`src/rtl/wb4_to_pi1.sv`:
```
// wb4_to_pi1: Wishbone B4 pipelined slave -> PI1 master bridge.
//
// Wishbone requests go into a small in-order FIFO. The FIFO head is presented
// on PI1; each accepted request produces exactly one wb4_ack_o, in order,
// unless the Wishbone cycle is dropped first.
//
// Ports:
//   clk_i, rst_n        clock, asynchronous active-low reset
//   wb4_cyc_i/stb_i     Wishbone cycle / strobe
//   wb4_we_i            1 = write, 0 = read
//   wb4_addr_i          byte address
//   wb4_data_i/sel_i    write data / byte enables
//   wb4_stall_o         request not accepted this cycle (FIFO full)
//   wb4_ack_o           one-cycle completion strobe per request
//   wb4_data_o          read data, valid with wb4_ack_o on reads
//   pi1_op_o            0 = NOOP, 1 = WR, 2 = RD
//   pi1_addr_o          word address
//   pi1_data_o/sel_o    write data / byte enables
//   pi1_data_i          read data from PI1 slave
//   pi1_rdy_i           PI1 ready
//
// Handshakes: Wishbone accepts on cyc & stb & !stall. PI1 issues on an edge
// with op != NOOP & rdy; the issued request completes at the next edge with
// rdy high, which may coincide with the issue of the following request.
module wb4_to_pi1 #(
    parameter int ARCHBITSZ = 32,
    parameter int FIFODEPTH = 4
) (
    input  logic                                      clk_i,
    input  logic                                      rst_n,
    input  logic                                      wb4_cyc_i,
    input  logic                                      wb4_stb_i,
    input  logic                                      wb4_we_i,
    input  logic [ARCHBITSZ-1:0]                      wb4_addr_i,
    input  logic [ARCHBITSZ-1:0]                      wb4_data_i,
    input  logic [ARCHBITSZ/8-1:0]                    wb4_sel_i,
    output logic                                      wb4_stall_o,
    output logic                                      wb4_ack_o,
    output logic [ARCHBITSZ-1:0]                      wb4_data_o,
    output logic [1:0]                                pi1_op_o,
    output logic [ARCHBITSZ-$clog2(ARCHBITSZ/8)-1:0]  pi1_addr_o,
    output logic [ARCHBITSZ-1:0]                      pi1_data_o,
    input  logic [ARCHBITSZ-1:0]                      pi1_data_i,
    output logic [ARCHBITSZ/8-1:0]                    pi1_sel_o,
    input  logic                                      pi1_rdy_i
);

    localparam int SELW = ARCHBITSZ / 8;
    localparam int OFFW = $clog2(SELW);
    localparam int AW   = ARCHBITSZ - OFFW;
    localparam int PW   = $clog2(FIFODEPTH);

    localparam logic [1:0]  OP_NOOP  = 2'd0;
    localparam logic [1:0]  OP_WR    = 2'd1;
    localparam logic [1:0]  OP_RD    = 2'd2;
    localparam logic [PW:0] FULL_CNT = (PW + 1)'(FIFODEPTH);

    // FIFO storage (no reset needed: contents are only read while count != 0)
    logic             fifo_we_q   [FIFODEPTH];
    logic [AW-1:0]    fifo_addr_q [FIFODEPTH];
    logic [ARCHBITSZ-1:0] fifo_data_q [FIFODEPTH];
    logic [SELW-1:0]  fifo_sel_q  [FIFODEPTH];

    logic [PW-1:0]    wr_ptr_q, wr_ptr_d;
    logic [PW-1:0]    rd_ptr_q, rd_ptr_d;
    logic [PW:0]      count_q, count_d;
    logic             pend_q, pend_d;
    logic             pendwe_q, pendwe_d;
    logic             ack_q, ack_d;
    logic [ARCHBITSZ-1:0] rdata_q, rdata_d;

    // Last values presented on PI1, held while the FIFO is empty
    logic [AW-1:0]        last_addr_q;
    logic [ARCHBITSZ-1:0] last_data_q;
    logic [SELW-1:0]      last_sel_q;

    logic push, issue, complete, nempty;

    assign nempty   = (count_q != '0);
    assign push     = wb4_cyc_i & wb4_stb_i & ~wb4_stall_o;
    assign issue    = nempty & pi1_rdy_i;
    assign complete = pend_q & pi1_rdy_i;

    // Outputs: decodes of registered state only
    assign wb4_stall_o = (count_q == FULL_CNT);
    assign wb4_ack_o   = ack_q;
    assign wb4_data_o  = rdata_q;
    assign pi1_op_o    = nempty ? (fifo_we_q[rd_ptr_q] ? OP_WR : OP_RD) : OP_NOOP;
    assign pi1_addr_o  = nempty ? fifo_addr_q[rd_ptr_q] : last_addr_q;
    assign pi1_data_o  = nempty ? fifo_data_q[rd_ptr_q] : last_data_q;
    assign pi1_sel_o   = nempty ? fifo_sel_q[rd_ptr_q]  : last_sel_q;

    always_comb begin
        wr_ptr_d = wr_ptr_q;
        rd_ptr_d = rd_ptr_q;
        count_d  = count_q;
        if (!wb4_cyc_i) begin
            // Abort: discard every unissued request
            wr_ptr_d = '0;
            rd_ptr_d = '0;
            count_d  = '0;
        end else begin
            if (push)  wr_ptr_d = wr_ptr_q + PW'(1);
            if (issue) rd_ptr_d = rd_ptr_q + PW'(1);
            case ({push, issue})
                2'b10:   count_d = count_q + (PW + 1)'(1);
                2'b01:   count_d = count_q - (PW + 1)'(1);
                default: count_d = count_q;
            endcase
        end
    end

    always_comb begin
        pend_d   = pend_q;
        pendwe_d = pendwe_q;
        ack_d    = 1'b0;
        rdata_d  = rdata_q;
        // A new issue on the completion edge keeps pend set for the new request
        if (issue) begin
            pend_d   = 1'b1;
            pendwe_d = fifo_we_q[rd_ptr_q];
        end else if (complete) begin
            pend_d = 1'b0;
        end
        if (complete) begin
            ack_d = wb4_cyc_i;
            if (!pendwe_q) rdata_d = pi1_data_i;
        end
    end

    always_ff @(posedge clk_i or negedge rst_n) begin
        if (!rst_n) begin
            wr_ptr_q    <= '0;
            rd_ptr_q    <= '0;
            count_q     <= '0;
            pend_q      <= 1'b0;
            pendwe_q    <= 1'b0;
            ack_q       <= 1'b0;
            rdata_q     <= '0;
            last_addr_q <= '0;
            last_data_q <= '0;
            last_sel_q  <= '0;
        end else begin
            wr_ptr_q <= wr_ptr_d;
            rd_ptr_q <= rd_ptr_d;
            count_q  <= count_d;
            pend_q   <= pend_d;
            pendwe_q <= pendwe_d;
            ack_q    <= ack_d;
            rdata_q  <= rdata_d;
            if (nempty) begin
                last_addr_q <= fifo_addr_q[rd_ptr_q];
                last_data_q <= fifo_data_q[rd_ptr_q];
                last_sel_q  <= fifo_sel_q[rd_ptr_q];
            end
        end
    end

    always_ff @(posedge clk_i) begin
        if (push) begin
            fifo_we_q[wr_ptr_q]   <= wb4_we_i;
            fifo_addr_q[wr_ptr_q] <= wb4_addr_i[ARCHBITSZ-1:OFFW];
            fifo_data_q[wr_ptr_q] <= wb4_data_i;
            fifo_sel_q[wr_ptr_q]  <= wb4_sel_i;
        end
    end

endmodule
```
`config.mk`:
```
export PLATFORM = sky130hd
export DESIGN_NAME = wb4_to_pi1
export DESIGN_NICKNAME = d
export VERILOG_FILES = /design/src/rtl/wb4_to_pi1.sv
export SDC_FILE = /design/constraint.sdc
export NUM_CORES = 1
export LEC_CHECK = 0
export CAP_MARGIN = 20
export CORE_MARGIN = 4
export CORE_UTILIZATION = 40
export CTS_BUF_LIST = sky130_fd_sc_hd__clkbuf_4 sky130_fd_sc_hd__clkbuf_8 sky130_fd_sc_hd__clkbuf_16
export DETAILED_ROUTE_END_ITERATION = 7
export PLACE_DENSITY = 0.64
export SETUP_SLACK_MARGIN = 0.15
export SYNTH_ARGS = -nofsm -noshare
export SYNTH_HDL_FRONTEND = slang
export SYNTH_SLANG_ARGS = --single-unit
```
`constraint.sdc`:
```
create_clock -name clk_i -period 4 [get_ports clk_i]
set_input_delay 0.8 -clock clk_i [delete_from_list [all_inputs] [get_ports clk_i]]
set_output_delay 0.8 -clock clk_i [all_outputs]
set_load 0.03 [all_outputs]
```
# --- Word level (Yosys, flattened, before mapping) ---
# Memories as Yosys holds them, arrays and structs flattened.
# Cells that the tools add are included.
word_totals:
  regBits: 108
  mem_bits_rw: 268
  in_bits: 106
  output_inout_bits: 102
  elab_cells: 49
  n_memories: 4
memory_table:
  columns: ["name", "words", "width", "rd", "rd_clocked_by_memory_dff", "wr", "line_no", "source"]
  rows:
  - ["fifo_data_q", 4, 32, 1, 0, 1, "61", "logic [ARCHBITSZ-1:0] fifo_data_q [FIFODEPTH];"]
  - ["fifo_addr_q", 4, 30, 1, 0, 1, "60", "logic [AW-1:0] fifo_addr_q [FIFODEPTH];"]
  - ["fifo_sel_q", 4, 4, 1, 0, 1, "62", "logic [SELW-1:0] fifo_sel_q [FIFODEPTH];"]
  - ["fifo_we_q", 4, 1, 1, 0, 1, "59", "logic fifo_we_q [FIFODEPTH];"]
classes:
  add_sub_neg: 4
  n_eq_ne: 6
  mux: 16
  bitwise: 6
  n_reduce_logical: 3
op_table:
  columns: ["operator", "count"]
  rows:
  - ["$mux W32", 1]
  - ["$mux W30", 1]
  - ["$mux W2", 6]
  - ["$pmux W3 S2", 1]
  - ["$mux W1", 5]
  - ["$add A2 B1 Y2 const B", 2]
  - ["$and A1 B1 Y1", 4]
  - ["$mux W4", 1]
  - ["$ne A2 B1 Y1 const B", 2]
  - ["$add A3 B1 Y3 const B", 1]
  - ["$eq A3 B3 Y1 const B", 1]
  - ["$mux W3", 1]
  - ["$ne A3 B1 Y1 const B", 1]
  - ["$reduce_bool A3 Y1", 1]
  - ["$sub A3 B1 Y3 const B", 1]
  - ["$eq A2 B1 Y1 const B", 1]
  - ["$eq A2 B2 Y1 const B", 1]
  - ["$not A1 Y1", 2]
  - ["$reduce_and A2 Y1", 1]
  - ["$reduce_bool A2 Y1", 1]

# --- Depth between registers and ports, before layout ---
depth:
  word_depth: 6
  depth_mapped: 8
  ltp_nobuf: 7

# --- Worst setup path after synthesis ---
# OpenSTA, ideal clock, no wires.
synth_path:
  path_kind: "input-to-reg"
  startpoint: "in wb4_stb_i"
  endpoint: "mem fifo_addr_q[0][0] (netlist name), enable pin"
  setup_ns: 0.432
  t_arrival_ns: 2.648
  required_time_ns: 3.568
  slack_ns: 0.920
  stages: 3
  path_buffers: 1
  path_cell_list: "and3_4 > buf_6 > and2_1"
synth_via:
  elab_chain_cells: 4
synth_lines:
  columns: ["element", "line_no", "source"]
  rows:
  - ["from (decl)", "32", "input logic wb4_stb_i,"]
  - ["$and A1 B1 Y1 (2 in a row)", "80", "assign push = wb4_cyc_i & wb4_stb_i & ~wb4_stall_o;"]
  - ["$mux W1", "160", "if (push) begin"]
  - ["$mux W1 (implied by the code)", "162", "fifo_addr_q[wr_ptr_q] <= wb4_addr_i[ARCHBITSZ-1:OFFW];"]
  - ["to (decl)", "60", null]
# No other way between the ends.

# --- Worst setup path in the final report ---
layout_path:
  startpoint: "reg rd_ptr_q[1]"
  endpoint: "out pi1_addr_o[25]"
layout_via:
  elab_chain_cells: 2
layout_lines:
  columns: ["element", "line_no", "source"]
  rows:
  - ["from (decl)", "65", "logic [PW-1:0] rd_ptr_q, rd_ptr_d;"]
  - ["from (signal assigned)", "145", "rd_ptr_q <= rd_ptr_d;"]
  - ["$mem_v2 Z4 W30", null, null]
  - ["$mux W30", null, null]
  - ["to (decl)", "41", "output logic [ARCHBITSZ-$clog2(ARCHBITSZ/8)-1:0] pi1_addr_o,"]
# No other way between the ends.

==> summary.md <==
| Metric | Value |
|---|---|
| Outcome | `finished clean` |
| CP max stage delay | `0.67 ns` |
| FF/Latch Area | `10,800 sq um` |
| Compound-Gate Fraction of Synth Area | `0.235%` |
| Synth area leader | `edfxtp_1` |
| Post-Synth Simple-Gate Area | `1.06%` |
| Critical Path AT | `roughly 2.8 ns` |
| Post-synth ARST share | `28.7%` |
| Cells after DPL | `1,256` |
| Layout cells sized above 1 | `29.5%` |
| Net Sw Frac | `33.3%` |
| Mapped Nets | `728` |
| DR pass1 iterations | `4` |
| Adder and majority gate portion of the synthesized area | `0.505%` |
| Area of the mapped netlist | `between 10,000 and 15,000 sq um` |
| Register bit count reported by yosys | `376` |
| Post-CTS sizing | `0` |
| Design Power | `about 15 mW` |
| Ant diodes | `0` |
| Post-CTS setup-driven buffer insertion count | `0` |
| HP Class | `in2async` |
| Top_reg_cell synth | `edfxtp_1` |
| Crit-path max FO | `21` |
| Critical-path cell with the highest stage delay | `dfrtp_4` |
| Post-synth EDFFs | `268` |
| Area contributors post-synth | `edfxtp_1 58%, dfrtp_1 19%, mux4_2 11%, mux2_2 8.0%, buf_2 0.40%` |
| Final slew viol count | `0` |
| Leakage | `6.19 nW` |
| CTS hold repair buffers | `0` |
| Largest net degree at the start of global routing | `61` |
| P&R area growth vs syn | `28.8%` |
| Routed wire length | `27,100 microns` |
| Max-cap violations | `0` |
| Fillers | `2,723` |
| First DRT Iteration DRCs | `330` |
| Initial Util | `40.9%` |
| Num rows | `67` |
| Final nets | `962` |
| Routability congestion estimate | `around 0.73` |
| CTS Buffer Depth | `3` |
| Combinational power share | `approximately two fifths` |
| Sequential Power Share | `between 30% and 40%` |
| # DRC | `0` |
| Avg Inst Size Synth | `22.5 sq um` |
| Worst Path Required | `3.20 ns` |
| Antenna Nets Post-Route | `0` |
| Avg WL per Cell | `20.4 microns` |
| Clk_skew | `0.0198 ns` |
| Final worst slack | `0.407 ns` |
| Main combinational cell family by area after synthesis | `multiplexers` |
| Dpl ws | `just under 0.9 ns` |
| Post-DP HPWL | `16,100 microns` |
| Post-Synth XOR/XNOR Area | `less than 1%` |
| Vias in the first global route | `7,235` |
| Clock Power Share | `approximately a quarter` |
| Setup repair after global routing missed its margin | `no` |
| Sink Count | `376` |
| Most frequent cells after synthesis | `268 x edfxtp_1, 108 x dfrtp_1, 99 x mux2_2` |
| Setup-failing EPs final | `0` |
| P_sw | `4.88 mW` |
| Slew @ Worst Pin | `0.770 ns` |
| Global-route wire length before repair | `43,200 microns` |
| Area of the multi-input gates | `2960 sq um` |
| CP Capture Type | `output pin` |
| Worst-path clk slew | `0.06 ns` |
| Die height | `194 microns` |
| Final period util | `89.8%` |
| Yosys top cell area share | `between 50% and 60%` |
| Most common cell in the netlist | `edfxtp_1` |
| Final Hold Viols | `0` |
| CP Launch Type | `register` |
| Peak Freq | `278 MHz` |
| H-tree depth | `2` |
| Port Buffers | `a little over 200` |
| Worst-Skew Late Latency | `0.52 ns` |
| Yosys warns | `0` |
| Yosys cell types | `32` |
| Vias | `6,648` |
| Pwr Density | `just over 800 nW/um^2` |
| Slew HR | `around half` |
| Die width | `around 200 microns` |
| Total die area | `37,700 sq um` |
| Period minus WS final | `3.59 ns` |
| # IOs | `208` |
| Mux cell area share after synthesis | `19.1%` |
| Worst-path cell chain | `buf_4, mux4_2, mux2_2, clkdlybuf4s50_1` |
| Core area | `33,900 sq um` |
| Cts bufs inserted | `41` |
| Setup TNS | `0 ns` |
| Gr ovfl total | `0` |
| Vias per cell | `4.99` |
| Int Power | `9.78 mW` |
| Finished Core Util | `52.7%` |
| Seq/Total Area, Yosys | `between 70% and 80%` |
| CTS tree | `yes` |
| Root buffer cell | `clkbuf_16` |
| GRT Total Usage | `approximately 14%` |
| Max IR drop VDD | `0.506 mV` |
| Syn Inst Count | `617` |
| Final Non-Filler Cells | `1,332` |
| Setup Crit Path Kind | `reg2out` |
| Initial antenna violation count | `0` |
[through the flow]
step	hold slack [ns]	area (sq um)
after detailed placement	0.486	16600
final	0.354	17900
after global routing	0.403	17900
after floorplan	0.470	13900
after CTS	0.373	17900
after global placement	0.481	16600
[worst paths after layout]
| check | slack [ns] | start | to | depth (start not counted) |
|---|---|---|---|---|
| setup / recovery | 0.41 | rd_ptr_q[1] | pi1_addr_o[25] | 4 |
| hold / removal | 0.35 | rst_n | wb4_data_o[19] | 1 |
| setup reg to reg | 1.66 | count_q[0] | count_q[2] | 6 |
| hold reg to reg | 0.49 | last_addr_q[14] | last_addr_q[14] | 1 |
| max in group asynchronous | 2.81 | rst_n | last_data_q[13] | 2 |
| min in group clk_i | 0.49 | last_addr_q[14] | last_addr_q[14] | 1 |
[per-layer routing]
metal	routed length, microns	up-vias	global-route usage (%)
li1	-	2934	-
met1	12100	3463	20.0
met2	12900	201	23.3
met3	1650	50	3.70
met4	464	0	3.23
met5	0	-	0
[sequential cells by signal, indices dropped and copies added, names as in the netlist]
| signal | count |
|---|---|
| fifo_data_q | 128 |
| fifo_sel_q | 16 |
| last_sel_q | 4 |
| wb4_ack_o | 1 |
| wb4_data_o | 32 |
| fifo_addr_q | 120 |
| rd_ptr_q | 2 |
| count_q | 3 |
| last_addr_q | 30 |
| last_data_q | 32 |
| pend_q | 1 |
| wr_ptr_q | 2 |
| fifo_we_q | 4 |
| pendwe_q | 1 |
[layout by cell type (no fill, tap or decap)]
cell type | synthesis | final
xor2_1 | 2 | 2
clkbuf_4 | 0 | 12
fa_1 | 1 | 1
o31ai_2 | 1 | 1
clkbuf_8 | 0 | 4
buf_4 | 0 | 6
nor3b_2 | 1 | 1
dfrtp_1 | 108 | 106
a211o_2 | 1 | 1
nand3b_1 | 1 | 1
nand3_1 | 1 | 1
nor3_4 | 0 | 1
ha_1 | 4 | 4
mux2i_1 | 2 | 2
and2_4 | 0 | 4
inv_6 | 0 | 1
clkinv_1 | 0 | 7
nand2_1 | 2 | 2
clkinv_2 | 0 | 6
dfrtp_4 | 0 | 2
buf_12 | 0 | 8
clkbuf_16 | 0 | 43
inv_1 | 7 | 7
and3_1 | 1 | 1
edfxtp_1 | 268 | 268
nand4_1 | 1 | 1
o21ai_0 | 1 | 1
mux4_2 | 67 | 67
clkdlybuf4s50_1 | 0 | 204
mux2_2 | 99 | 99
nor2_1 | 8 | 8
nor2b_1 | 1 | 1
clkinvlp_4 | 0 | 3
xnor2_1 | 4 | 4
and2_0 | 1 | 1
a21oi_1 | 1 | 1
or3b_4 | 1 | 1
and3_4 | 1 | 1
[critical path, delay by kind of cell, from the launching register on]
kind / cells / cell delay, ns
DFF: 1 / 0.67
buffers and inverters: 2 / 0.98
muxes: 2 / 0.61
[cell families after synthesis]
family          count (synthesis)
compound gates                  4
flops                         376
simple gates                   24
mux                           168
fa+ha+maj                       5
xor+xnor                        6
buf+inv                        34
[cell type report]
cell class	instances	area share, %
Clock buffer	59	6.84
Clock inverter	17	0.490
Sequential cell	376	60.2
Multi-Input combinational cell	207	16.6
Timing Repair Buffer	218	12.6
Inverter	7	0.147
Tap cell	448	3.14
[power by group through the flow]
stage	registers (mW)	logic, mW	clock network (mW)
3_5_place_dp	5.26	6.02	0
4_1_cts	5.19	6.04	3.68
6_report	5.18	5.92	3.57
5_1_grt	5.25	6.27	3.86
2_1_floorplan	5.52	3.44	0
3_3_place_gp	5.23	6.00	0
Power figures use the tool's default switching activity.
